===== config.mk =====
export PLATFORM = sky130hd
export DESIGN_NAME = contador_datos_multi
export DESIGN_NICKNAME = d
export VERILOG_FILES = /design/src/rtl/contador_pkg.sv /design/src/rtl/key_step.sv /design/src/rtl/contador_datos_multi.sv
export SDC_FILE = /design/constraint.sdc
export NUM_CORES = 1
export LEC_CHECK = 0
export ABC_AREA = 1
export CAP_MARGIN = 10
export CORE_ASPECT_RATIO = 0.9
export CORE_MARGIN = 10
export CORE_UTILIZATION = 58
export CTS_CLUSTER_DIAMETER = 200
export CTS_CLUSTER_SIZE = 16
export DETAILED_ROUTE_END_ITERATION = 6
export PLACE_DENSITY = 0.94
export SLEW_MARGIN = 30
export SYNTH_ARGS = -nofsm -noshare
export SYNTH_HDL_FRONTEND = slang
export SYNTH_HIERARCHICAL = 1
export SYNTH_SLANG_ARGS = --single-unit

===== constraint.sdc =====
create_clock -name clk -period 2.4 [get_ports clk]
set_input_delay 0.24 -clock clk [delete_from_list [all_inputs] [get_ports clk]]
set_output_delay 0.24 -clock clk [all_outputs]
set_load 0.01 [all_outputs]

===== src/rtl/contador_pkg.sv =====
// Shared constants and types for the multi-channel data counter.
// Contents:
//   MODE_WRAP / MODE_SAT  values of the mode input
//   step_e                decoded step request for the selected channel
package contador_pkg;

   localparam logic MODE_WRAP = 1'b0;
   localparam logic MODE_SAT  = 1'b1;

   typedef enum logic [1:0] {
      STEP_NONE = 2'd0,
      STEP_UP   = 2'd1,
      STEP_DN   = 2'd2
   } step_e;

   // Decode the two button step strobes; simultaneous presses cancel out.
   function automatic step_e decode_step(input logic up_s, input logic dn_s);
      step_e s;
      s = STEP_NONE;
      if (up_s && !dn_s) begin
         s = STEP_UP;
      end else if (dn_s && !up_s) begin
         s = STEP_DN;
      end
      return s;
   endfunction

endpackage


===== src/rtl/key_step.sv =====
// Push-button step generator: rising-edge detector with optional auto-repeat.
// Build option: define AUTOREPEAT_EN to build the hold/repeat timer.
// Ports:
//   clk, rst     clock, asynchronous active-low reset
//   btn_i        debounced button level
//   other_i      level of the opposing button (holding both stops repeat)
//   en_i, clr_i  repeat runs only with en_i=1 and clr_i=0
//   step_c       combinational 1-cycle step strobe
module key_step #(
   parameter int unsigned HOLD_CYCLES   = 50,
   parameter int unsigned REPEAT_CYCLES = 10
) (
   input  logic clk,
   input  logic rst,
   input  logic btn_i,
   input  logic other_i,
   input  logic en_i,
   input  logic clr_i,
   output logic step_c
);

   logic btn_q;
   logic edge_c;

   // Button history, sampled every cycle regardless of en/clr.
   always_ff @(posedge clk or negedge rst) begin
      if (!rst) begin
         btn_q <= 1'b0;
      end else begin
         btn_q <= btn_i;
      end
   end

   assign edge_c = btn_i & ~btn_q;

`ifdef AUTOREPEAT_EN
   localparam int unsigned TW = (HOLD_CYCLES > 1) ? $clog2(HOLD_CYCLES + 1) : 1;

   logic [TW-1:0] hold_q;
   logic [TW-1:0] hold_d;
   logic          held_c;
   logic          rpt_c;

   // Timer value equals cycles since the press; reaching HOLD_CYCLES emits a
   // step and rewinds so the next hit lands REPEAT_CYCLES later.
   assign held_c = btn_i & ~other_i & en_i & ~clr_i;
   assign rpt_c  = held_c && (hold_q == TW'(HOLD_CYCLES));

   always_comb begin
      hold_d = hold_q;
      if (!held_c) begin
         hold_d = '0;
      end else if (rpt_c) begin
         hold_d = TW'(HOLD_CYCLES - REPEAT_CYCLES + 1);
      end else begin
         hold_d = hold_q + TW'(1);
      end
   end

   always_ff @(posedge clk or negedge rst) begin
      if (!rst) begin
         hold_q <= '0;
      end else begin
         hold_q <= hold_d;
      end
   end

   assign step_c = edge_c | rpt_c;
`else
   logic [2:0]  unused_in;
   logic [31:0] unused_cfg;

   assign unused_in  = {other_i, en_i, clr_i};
   assign unused_cfg = 32'(HOLD_CYCLES) ^ 32'(REPEAT_CYCLES);
   assign step_c     = edge_c;
`endif

endmodule


===== src/rtl/contador_datos_multi.sv =====
// Multi-channel up/down data counter driven by push-button steps.
// Build option: define AUTOREPEAT_EN for hold-to-repeat stepping.
// Ports:
//   clk, rst    clock, asynchronous active-low reset
//   en          step/load enable; clr clears all channels (priority over all)
//   sel         active channel; up/dn button levels; mode 0=wrap 1=saturate
//   load        load min(load_val, limit[sel]) into the selected channel
//   limit       per-channel max, channel i at [i*WIDTH +: WIDTH]
//   count_all   all counters (same packing); count_sel selected counter (comb)
//   wrap_pulse  registered 1-cycle pulse when the selected channel wraps
module contador_datos_multi
   import contador_pkg::*;
#(
   parameter  int unsigned WIDTH         = 7,
   parameter  int unsigned NUM_CH        = 4,
   parameter  int unsigned HOLD_CYCLES   = 50,
   parameter  int unsigned REPEAT_CYCLES = 10,
   localparam int unsigned SELW          = (NUM_CH > 1) ? $clog2(NUM_CH) : 1
) (
   input  logic                    clk,
   input  logic                    rst,
   input  logic                    en,
   input  logic                    clr,
   input  logic [SELW-1:0]         sel,
   input  logic                    up,
   input  logic                    dn,
   input  logic                    mode,
   input  logic                    load,
   input  logic [WIDTH-1:0]        load_val,
   input  logic [NUM_CH*WIDTH-1:0] limit,
   output logic [NUM_CH*WIDTH-1:0] count_all,
   output logic [WIDTH-1:0]        count_sel,
   output logic                    wrap_pulse
);

   logic             up_step_c;
   logic             dn_step_c;
   step_e            step_c;
   logic             sel_ok_c;
   logic [WIDTH-1:0] cnt_q [NUM_CH];
   logic [WIDTH-1:0] cnt_d [NUM_CH];
   logic             wrap_d;
   logic [WIDTH:0]   nv_c;

   // Next value for one step: {wrap flag, new count}.
   function automatic logic [WIDTH:0] next_val(input logic [WIDTH-1:0] cnt,
                                               input logic [WIDTH-1:0] lim,
                                               input step_e            st,
                                               input logic             md);
      logic [WIDTH:0] r;
      r = {1'b0, cnt};
      case (st)
         STEP_UP: begin
            if (cnt < lim) begin
               r = {1'b0, cnt + WIDTH'(1)};
            end else if (md == MODE_WRAP) begin
               r = {1'b1, {WIDTH{1'b0}}};
            end else begin
               r = {1'b0, lim};
            end
         end
         STEP_DN: begin
            // A count above a lowered limit snaps back to the limit.
            if (cnt > lim) begin
               r = {1'b0, lim};
            end else if (cnt != '0) begin
               r = {1'b0, cnt - WIDTH'(1)};
            end else if (md == MODE_WRAP) begin
               r = {1'b1, lim};
            end else begin
               r = {1'b0, {WIDTH{1'b0}}};
            end
         end
         default: begin
            r = {1'b0, cnt};
         end
      endcase
      return r;
   endfunction

   key_step #(
      .HOLD_CYCLES   (HOLD_CYCLES),
      .REPEAT_CYCLES (REPEAT_CYCLES)
   ) u_key_up (
      .clk     (clk),
      .rst     (rst),
      .btn_i   (up),
      .other_i (dn),
      .en_i    (en),
      .clr_i   (clr),
      .step_c  (up_step_c)
   );

   key_step #(
      .HOLD_CYCLES   (HOLD_CYCLES),
      .REPEAT_CYCLES (REPEAT_CYCLES)
   ) u_key_dn (
      .clk     (clk),
      .rst     (rst),
      .btn_i   (dn),
      .other_i (up),
      .en_i    (en),
      .clr_i   (clr),
      .step_c  (dn_step_c)
   );

   assign step_c   = decode_step(up_step_c, dn_step_c);
   assign sel_ok_c = (32'(sel) < NUM_CH);

   // Next-state for the channel array: clr > load > step, selected channel only.
   always_comb begin
      wrap_d = 1'b0;
      nv_c   = '0;
      for (int i = 0; i < NUM_CH; i++) begin
         cnt_d[i] = cnt_q[i];
      end
      if (clr) begin
         for (int i = 0; i < NUM_CH; i++) begin
            cnt_d[i] = '0;
         end
      end else if (en && load) begin
         for (int i = 0; i < NUM_CH; i++) begin
            if (sel_ok_c && (sel == SELW'(i))) begin
               cnt_d[i] = (load_val > limit[i*WIDTH +: WIDTH]) ?
                          limit[i*WIDTH +: WIDTH] : load_val;
            end
         end
      end else if (en && sel_ok_c && (step_c != STEP_NONE)) begin
         for (int i = 0; i < NUM_CH; i++) begin
            if (sel == SELW'(i)) begin
               nv_c     = next_val(cnt_q[i], limit[i*WIDTH +: WIDTH], step_c, mode);
               cnt_d[i] = nv_c[WIDTH-1:0];
               wrap_d   = nv_c[WIDTH];
            end
         end
      end
   end

   always_ff @(posedge clk or negedge rst) begin
      if (!rst) begin
         for (int i = 0; i < NUM_CH; i++) begin
            cnt_q[i] <= '0;
         end
         wrap_pulse <= 1'b0;
      end else begin
         for (int i = 0; i < NUM_CH; i++) begin
            cnt_q[i] <= cnt_d[i];
         end
         wrap_pulse <= wrap_d;
      end
   end

   for (genvar g = 0; g < NUM_CH; g++) begin : g_pack
      assign count_all[g*WIDTH +: WIDTH] = cnt_q[g];
   end

   // Selected-channel view; reads 0 for an out-of-range index.
   always_comb begin
      count_sel = '0;
      for (int i = 0; i < NUM_CH; i++) begin
         if (sel_ok_c && (sel == SELW'(i))) begin
            count_sel = cnt_q[i];
         end
      end
   end

endmodule


Word-level counts from Yosys, hierarchy flattened --
Cells that the tools add are included.
Word-level totals: bits in registers 31, latch bits 0, RAM bits 0, bits in read-only memories 0, input bits 45, output and inout bits 36, word-level logic and storage cells 110, memories kept 0
Cells by class: add/subtract/negate cells 8, $mul 0, divide/modulo/power cells 0, order comparisons 12, equal/unequal tests 5, shifts and indexed selects 0, mux-type cells 52, bitwise operators 4, reduce and logical (&&, ||, !) cells 22
Operators by type and width (number):
- two-way mux 8 bit | 20
- two-way mux 7 bit | 16
- two-way mux 28 bit | 3
- one-hot mux 8 bit (2 select lines) | 4
- > comparator 7 bit | 8
- adder 7 x 1 -> 7 bit (second input constant) | 4
- < comparator 7 bit | 4
- nonzero test 7 bit | 4
- subtractor 7 x 1 -> 7 bit (second input constant) | 4
- AND reduction 3 bit | 4
- nonzero test 2 bit | 5
- two-way mux 1 bit | 7
- equality test 2 bit (second input constant) | 3
- equality test 2 x 1 -> 1 bit (second input constant) | 2
- logical AND 1 bit | 4
- two-way mux 2 bit | 2
- nonzero test 4 bit | 1
- nonzero test 3 bit | 1
- AND 1 bit | 2
- zero test 1 bit | 2
- zero test 2 bit | 1
- NOT 1 bit | 2

Longest topological paths before layout --
Gate-level depths: netlist of run 1.
depth in word-level cells 15, gate-level depth with buffers 17, gate-level depth less buffers 17

By module --
Netlist of run 1, hierarchy kept.
Modules (own cells, without submodules):
- contador_datos_multi | times used 1, cells each 1034, area an instance 5977.0 um^2, sequential area each 725.7 um^2
- key_step | times used 2, cells each 3, area an instance 35.0 um^2, sequential area each 25.0 um^2

Worst setup path before layout of run 1 --
OpenSTA, ideal clock, no wires.
path kind flip-flop to flip-flop, from register cnt_q (netlist bit count_all[12]), to register cnt_q (netlist bit count_all[12]), library setup time 117 ps, arrival 1688 ps, required time 2283 ps, setup slack 595 ps, cell stages (with the launch flop) 14, path buffers 1, period minus slack after synthesis 1805 ps, cell sequence dfrtp_1 > ha_1 > nand2_1 > nor2_1 > nand2_1 > nand2_2 > buf_4 > o21ai_1 > nand3_1 > nand2_1 > nand2_1 > nand2_1 > nand2_1 > nand2_1
Between the ends: longest elaborated chain between the ends 8, elaborated cells between the ends (all ways) 13, those cells by class add/sub: 2; order compare: 2; mux: 8; reduce/logical: 1
Ends and longest elaborated chain:
- start: declaration | line contador_datos_multi.sv:40 | logic [WIDTH-1:0] cnt_q [NUM_CH];
- start signal: indexed assignment | line contador_datos_multi.sv:147 | cnt_q[i] <= cnt_d[i];
- subtractor 7 x 1 -> 7 bit or nonzero test 7 bit (tied branches) | line contador_datos_multi.sv:67, contador_datos_multi.sv:66
- two-way mux 8 bit | line contador_datos_multi.sv:66 | end else if (cnt != '0) begin
- two-way mux 8 bit | line contador_datos_multi.sv:64 | if (cnt > lim) begin
- one-hot mux 8 bit (2 select lines) * | line contador_datos_multi.sv:52 | case (st)
- two-way mux 7 bit * | line contador_datos_multi.sv:130 | if (sel == SELW'(i)) begin
- two-way mux 28 bit * | line contador_datos_multi.sv:128 | end else if (en && sel_ok_c && (step_c != STEP_NONE)) begin
- two-way mux 28 bit * | line contador_datos_multi.sv:121 | end else if (en && load) begin
- two-way mux 28 bit * | line contador_datos_multi.sv:117 | if (clr) begin
Mark *: on every way between the ends. The rest lies on a longest branch, timed or not. The select of a mux whose other input is x is not followed. A chain may end at the register's enable or synchronous reset.

Worst setup path after layout of run 1 --
from input port sel[0], to output port count_sel[5]
Between the ends: longest elaborated chain between the ends 5, elaborated cells between the ends (all ways) 8, those cells by class eq/ne: 3; mux: 4; reduce/logical: 1
Ends and longest elaborated chain:
- start: declaration | line contador_datos_multi.sv:24 | input logic [SELW-1:0] sel,
- zero test 2 bit | line contador_datos_multi.sv:161 | if (sel_ok_c && (sel == SELW'(i))) begin
- two-way mux 7 bit (3 in series) | line contador_datos_multi.sv:161
- two-way mux 7 bit * | line contador_datos_multi.sv:161
- end: declaration | line contador_datos_multi.sv:32 | output logic [WIDTH-1:0] count_sel,
Mark *: on every way between the ends. The rest lies on a longest branch, timed or not.

==> results.sh, run 1 <==
export IMPL_drcViolationCount=0
export IMPL_start_kind="input pin"
export IMPL_floorplan_initialDensity=0.593
export IMPL_ys_ff_latch=31
export IMPL_setup_ws_ps=-147
export IMPL_grt_total_usage=0.285
export IMPL_clock_sinks=31
export IMPL_p_comb_frac=0.611
export IMPL_setup_viol=2
export IMPL_antenna_found_initial=0
export IMPL_vias=7803
export IMPL_cp_slowest_cell="clkdlybuf4s50_1"
export IMPL_hold_path_class="in -> async"
export IMPL_clk_pin_slew_ps=70
export IMPL_cts_buffer_depth=2
export IMPL_worstPathCellList="clkdlybuf4s50_1 > nand2_1 > o22ai_1 > a21oi_1 > o21ai_0 > clkdlybuf4s50_1"
export IMPL_power_leakage_uw=0.00396
export IMPL_yosysSeqAreaShare=0.128
export IMPL_min_period_ps=2550
export IMPL_synth_edff_count=0
export IMPL_row_count=35
export IMPL_die_x_um=128
export IMPL_cts_inserted_buffers=5
export IMPL_drive_above_1_share=0.0990
export IMPL_placed_area_um2=7260
export IMPL_coreArea_um2=10200
export IMPL_hold_viol_final=0
export IMPL_worst_path_most_repeated_cell="clkdlybuf4s50_1"
export IMPL_die_h_um=117
export IMPL_violations="negative setup slack"
export IMPL_max_slew_margin=0.616
export IMPL_wl_per_cell_um=17.0
export IMPL_cts_tree="done"
export IMPL_cts_root_buf="clkbuf_16"
export IMPL_drtIter0Drc=1084
export IMPL_syn_instance_count=1040
export IMPL_layout_nets=1265
export IMPL_end_kind="primary output"
export IMPL_rsz0062_at_grt="yes"
export IMPL_crit_start="sel[0]"
export IMPL_syn_to_final_growth_pct=23.2
export IMPL_cp_top_family="buffers and inverters"
export IMPL_synth_top_cells_by_count="383 x nand2_1, 123 x nand3_1, 94 x inv_1, 73 x o21ai_0, 70 x ha_1"
export IMPL_worstMarginPinSlew_ps=572
export IMPL_antenna_cells=0
export IMPL_hpwl_mm=16.0
export IMPL_dieArea_um2=14900
export IMPL_post_cts_setup_buffer_count=0
export IMPL_drv_cap=0
export IMPL_postSynthAreaPerCell_um2=5.81
export IMPL_viasPerCell=6.10
export IMPL_ys_flop_type="dfrtp_1"
export IMPL_yosysWarnings=6
export IMPL_synth_top_area_cell="nand2_1"
export IMPL_ios=81
export IMPL_internal_power_uw=1970
export IMPL_ant_nets=0
export IMPL_dr_pass1_iters=7
export IMPL_pwr_share_seq=0.174
export IMPL_syn_cell_area_um2=6050
export IMPL_crit_fanout=8
export IMPL_grt_pass1_wl_mm=35.2
export IMPL_wirelength_mm=21.8
export IMPL_outcome="finished with violations"
export IMPL_swShare=0.467
export IMPL_drv_slew=0
export IMPL_grt_max_degree=33
export IMPL_portBuffers=80
export IMPL_r2r_slack_ps=200
export IMPL_synth_top_area_share=0.238
export IMPL_crit_buf_inv=2
export IMPL_fin_crit_sh=1.06
export IMPL_slowest_delay_ps=570
export IMPL_finalPower_uw=3700
export IMPL_worstSetupPathType="in -> out"
export IMPL_powerDensity_nw_per_um2=496
export IMPL_synth_nets=1155
export IMPL_fmax_mhz=393
export IMPL_cts_hold_buf=0
export IMPL_skew_ps=11.2
export IMPL_yosysMostFrequentCell="nand2_1"
export IMPL_cp_data_required_time_ps=2160
export IMPL_gp_congestion=1.04
export IMPL_pwr_share_clk=0.216
export IMPL_p_switching_uw=1730
export IMPL_htree_levels=2
export IMPL_ir_drop_mv=0.542
export IMPL_clk_latency_ps=290
export IMPL_stdcell_area_um2=7450
export IMPL_grt_pass1_vias=7361
export IMPL_timing_rr_start="count_all[13]$_DFFE_PN0P_"
export IMPL_grt_overflow=0
export IMPL_yosys_cell_types_count=33
export IMPL_synth_area_leaders="nand2_1 24%, ha_1 14%, dfrtp_1 13%, nand3_1 10%, o21ai_0 6.0%"
export IMPL_async_reset_ff_frac=1.00
export IMPL_critical_path_arrival_ps=2310
## state kept, by name (all words and copies together), names as in the netlist
name            flops
count_all          28
u_key_dn/btn_q      1
wrap_pulse          1
u_key_up/btn_q      1
## layout make-up
| cell class | count | area (µm²) |
|---|---|---|
| fillers | 832 | 2750 |
| multi-input cells | 868 | 4650 |
| flip-flops and latches | 31 | 776 |
| clock inverters | 2 | 35.0 |
| repair buffers | 146 | 1320 |
| well taps | 129 | 161 |
| inverters | 98 | 368 |
| clock buffers | 6 | 139 |
## layer usage
layer	global-route usage	part of all wire	vias up
met1	0.346	0.38	3436
met5	0	0	-
met4	0.155	0.051	0
li1	-	-	3654
met3	0.0783	0.13	122
met2	0.450	0.43	591
## stage by stage
step | hold WS, ps | setup TNS (ps) | std cells | util | setup slack (ps)
after global routing | 423 | -427 | 1280 | 0.730 | -155
after CTS | 388 | 0 | 1280 | 0.728 | 90.2
final | 393 | -178 | 1280 | 0.730 | -147
after detailed placement | 531 | -1440 | 1272 | 0.711 | -77.0
after floorplan | -55.6 | 0 | 1040 | - | 595
after global placement | 499 | -891 | 1272 | 0.711 | -50.1
## placed cells by master (no fill, tap or decap), types with 3 or more instances in the layout
cell,synthesis,routed
nand4_2,4,4
o21ai_1,27,28
a21oi_1,63,63
buf_4,9,64
inv_1,94,94
o22ai_1,5,3
nand2_1,383,382
nor2_8,3,3
o21a_1,4,4
dfrtp_1,31,31
nor2_4,3,3
clkbuf_16,0,5
nand4_1,19,19
o21ai_0,73,72
nand3_1,123,123
a21o_1,3,3
nor2_2,6,6
xor2_1,14,14
nand2_2,8,8
nand2_4,2,3
ha_1,70,70
nor2_1,42,42
clkdlybuf4s50_1,0,80
o21ai_2,6,6
xnor2_1,7,7
inv_2,3,3
## path summary, 6_finish.rpt
check	cells after the start	end
worst max-delay path	6	count_sel[5]
worst min-delay path	2	count_all[0]$_DFFE_PN0P_
min in group clk	1	u_key_up/btn_q$_DFF_PN0_
max in group asynchronous	2	count_all[25]$_DFFE_PN0P_
worst min register to register	2	count_all[10]$_DFFE_PN0P_
worst max register to register	12	count_all[9]$_DFFE_PN0P_
## power by group through the flow
stage	Clock (µW)	Combinational, µW	Sequential [µW]
floorplan	0	1490	674
finish	798	2260	643
global placement	0	2120	646
detailed placement	0	2180	648
CTS	786	2200	639
global route	806	2510	649
## worst reg2reg max path, delay by kind of cell, from the launching register on
kind / cells / cell delay (ps)
buf+inv: 1 / 250
simple gates: 9 / 810
compound gates: 1 / 180
fa+ha+maj: 1 / 320
flops: 1 / 540
## what timing repair did
item                                   CTS  global route
endpoints found under the hold margin    0             0
resized for setup                        0             5
setup endpoints to repair                0            14
## kinds of logic after synthesis
group / Yosys count / share of synthesized area
simple gates: 596 / 0.433
compound gates: 181 / 0.157
buf+inv: 141 / 0.106
fa+ha+maj: 70 / 0.145
flops: 31 / 0.128
xor+xnor: 21 / 0.0304
No activity file was read; power rests on OpenSTA's default activity.
==> inputs of run 2 (changes only) <==
--- a/config.mk
+++ b/config.mk
@@ -7,7 +7,6 @@
 export LEC_CHECK = 0
 export ABC_AREA = 1
 export CAP_MARGIN = 10
-export CORE_ASPECT_RATIO = 0.9
 export CORE_MARGIN = 10
 export CORE_UTILIZATION = 58
 export CTS_CLUSTER_DIAMETER = 200
==> results.sh, run 2 (same netlist as run 1, synthesis figures left out) <==
export IMPL_outcome="finished clean"
export IMPL_swShare=0.497
export IMPL_drv_slew=0
export IMPL_clock_sinks=31
export IMPL_grt_pass1_wl_mm=35.1
export IMPL_cts_tree="done"
export IMPL_fill_cells=824
export IMPL_drtIter0Drc=1035
export IMPL_p_switching_uw=1660
export IMPL_cts_buffer_depth=2
export IMPL_layout_nets=1274
export IMPL_hpwl_mm=16.4
export IMPL_die_x_um=122
export IMPL_syn_to_final_growth_pct=22.8
export IMPL_dieArea_um2=14900
export IMPL_pwr_share_clk=0.125
export IMPL_cts_root_buf="clkbuf_8"
export IMPL_wirelength_mm=21.5
export IMPL_grt_max_degree=33
export IMPL_dr_pass1_iters=6
export IMPL_final_core_util=0.726
export IMPL_coreArea_um2=10200
export IMPL_timing_rr_start="count_all[15]$_DFFE_PN0P_"
export IMPL_die_h_um=122
export IMPL_largest_reg_flops=28
export IMPL_hold_viol_final=0
export IMPL_worst_path_most_repeated_cell="clkdlybuf4s50_1"
export IMPL_end_kind="primary output"
export IMPL_max_slew_margin=0.672
export IMPL_reg2regPathDepth=13
export IMPL_post_cts_setup_buffer_count=0
export IMPL_finalPower_uw=3340
export IMPL_ir_drop_mv=0.245
export IMPL_row_count=37
export IMPL_gp_congestion=0.998
export IMPL_htree_levels=2
export IMPL_fin_crit_sh=0.966
export IMPL_p_comb_frac=0.685
export IMPL_r2r_end="count_all[16]$_DFFE_PN0P_"
export IMPL_final_cell_mix="381 x nand2_1, 123 x nand3_1, 94 x inv_1"
export IMPL_internal_power_uw=1680
export IMPL_worstSetupPathType="in -> out"
export IMPL_viasPerCell=6.10
export IMPL_cp_top_family="buffers and inverters"
export IMPL_pwr_share_seq=0.189
export IMPL_grt_overflow=0
export IMPL_portBuffers=80
export IMPL_ios=81
export IMPL_hold_path_class="in -> async"
export IMPL_skew_ps=5.07
export IMPL_final_common_cell="nand2_1"
export IMPL_r2r_slack_ps=270
export IMPL_cp_slowest_cell="clkdlybuf4s50_1"
export IMPL_min_period_ps=2320
export IMPL_drive_above_1_share=0.104
export IMPL_cp_data_required_time_ps=2160
export IMPL_worstPathCellList="clkdlybuf4s50_1 > nor2_1 > inv_2 > o22ai_1 > buf_4 > a21oi_1 > o21ai_0 > clkdlybuf4s50_1"
export IMPL_crit_fanout=8
export IMPL_powerDensity_nw_per_um2=450
export IMPL_ant_nets=0
export IMPL_vias=7909
export IMPL_slowest_delay_ps=570
export IMPL_antenna_cells=0
export IMPL_rsz0062_at_grt="no"
export IMPL_setup_viol=0
export IMPL_wl_per_cell_um=16.6
export IMPL_antenna_found_initial=0
export IMPL_setup_ws_ps=81.2
export IMPL_whs_ps=398
export IMPL_seq_area_um2=776
export IMPL_post_place_ws_ps=-79.0
export IMPL_floorplan_initialDensity=0.591
export IMPL_power_leakage_uw=0.00396
export IMPL_multi_input_area_um2=4640
export IMPL_drv_cap=0
export IMPL_grt_pass1_vias=7566
export IMPL_worstMarginPinSlew_ps=488
export IMPL_start_kind="input pin"
export IMPL_clk_latency_ps=290
export IMPL_drcViolationCount=0
export IMPL_cts_inserted_buffers=5
export IMPL_crit_buf_inv=4
export IMPL_grt_total_usage=0.280
export IMPL_clk_pin_slew_ps=70
export IMPL_fmax_mhz=431
export IMPL_critical_path_arrival_ps=2080
==> run 2: cell count changes in the layout (fill, tap and decap cells not counted), moves of 2 or more <==
cell / before / now
clkbuf_8: 1 / 5
clkbuf_1: 0 / 2
clkbuf_16: 5 / 0
buf_4: 64 / 73
nand2_2: 8 / 10
==> run 2: power groups by stage <==
stage / sequential (µW) / clock (µW) / combinational (µW)
global placement: 637 / 0 / 2150
detailed placement: 640 / 0 / 2220
floorplan: 674 / 0 / 1490
global route: 637 / 435 / 2550
CTS: 630 / 412 / 2240
finish: 632 / 418 / 2290
==> run 2: worst max-delay path by stage <==
stage	from	endpoint	slack (ps)	depth (start not counted)
after global placement	limit[9]	count_all[9]$_DFFE_PN0P_	20	14
after CTS	sel[1]	count_sel[6]	90	8
after global routing	limit[16]	count_all[17]$_DFFE_PN0P_	0.9	15
final	sel[1]	count_sel[6]	80	8
after floorplan	count_all[12]$_DFFE_PN0P_	count_all[12]$_DFFE_PN0P_	600	13
after detailed placement	limit[27]	count_all[23]$_DFFE_PN0P_	-80	13
==> run 2: what timing repair did <==
action	4_1_cts	5_1_grt
endpoints found under the setup margin	0	8
gates resized for setup	0	3
hold buffers	0	0
==> run 2: through the flow <==
stage | instances | TNS (ps) | cell area (µm²)
finish | 1296 | 0 | 7430
global route | 1296 | 0 | 7430
CTS | 1296 | 0 | 7420
detailed placement | 1288 | -508 | 7330
global placement | 1288 | 0 | 7330
floorplan | 1040 | 0 | 6050
==> run 2: final cells by class <==
cell class / count / area share
sequential: 31 / 0.104
tap: 136 / 0.0229
inverter: 98 / 0.0495
clock buffer: 7 / 0.0103
multi-input combinational: 868 / 0.625
clock inverter: 1 / 0.000674
timing repair buffer: 155 / 0.187
==> run 2: routing by layer <==
| layer | track usage | vias to the layer above | routed length (µm) |
|---|---|---|---|
| met4 | 0.143 | 0 | 990 |
| met2 | 0.449 | 619 | 9660 |
| met1 | 0.348 | 3505 | 8020 |
| met3 | 0.0578 | 127 | 2800 |
| li1 | - | 3658 | - |
| met5 | 0 | - | 0 |
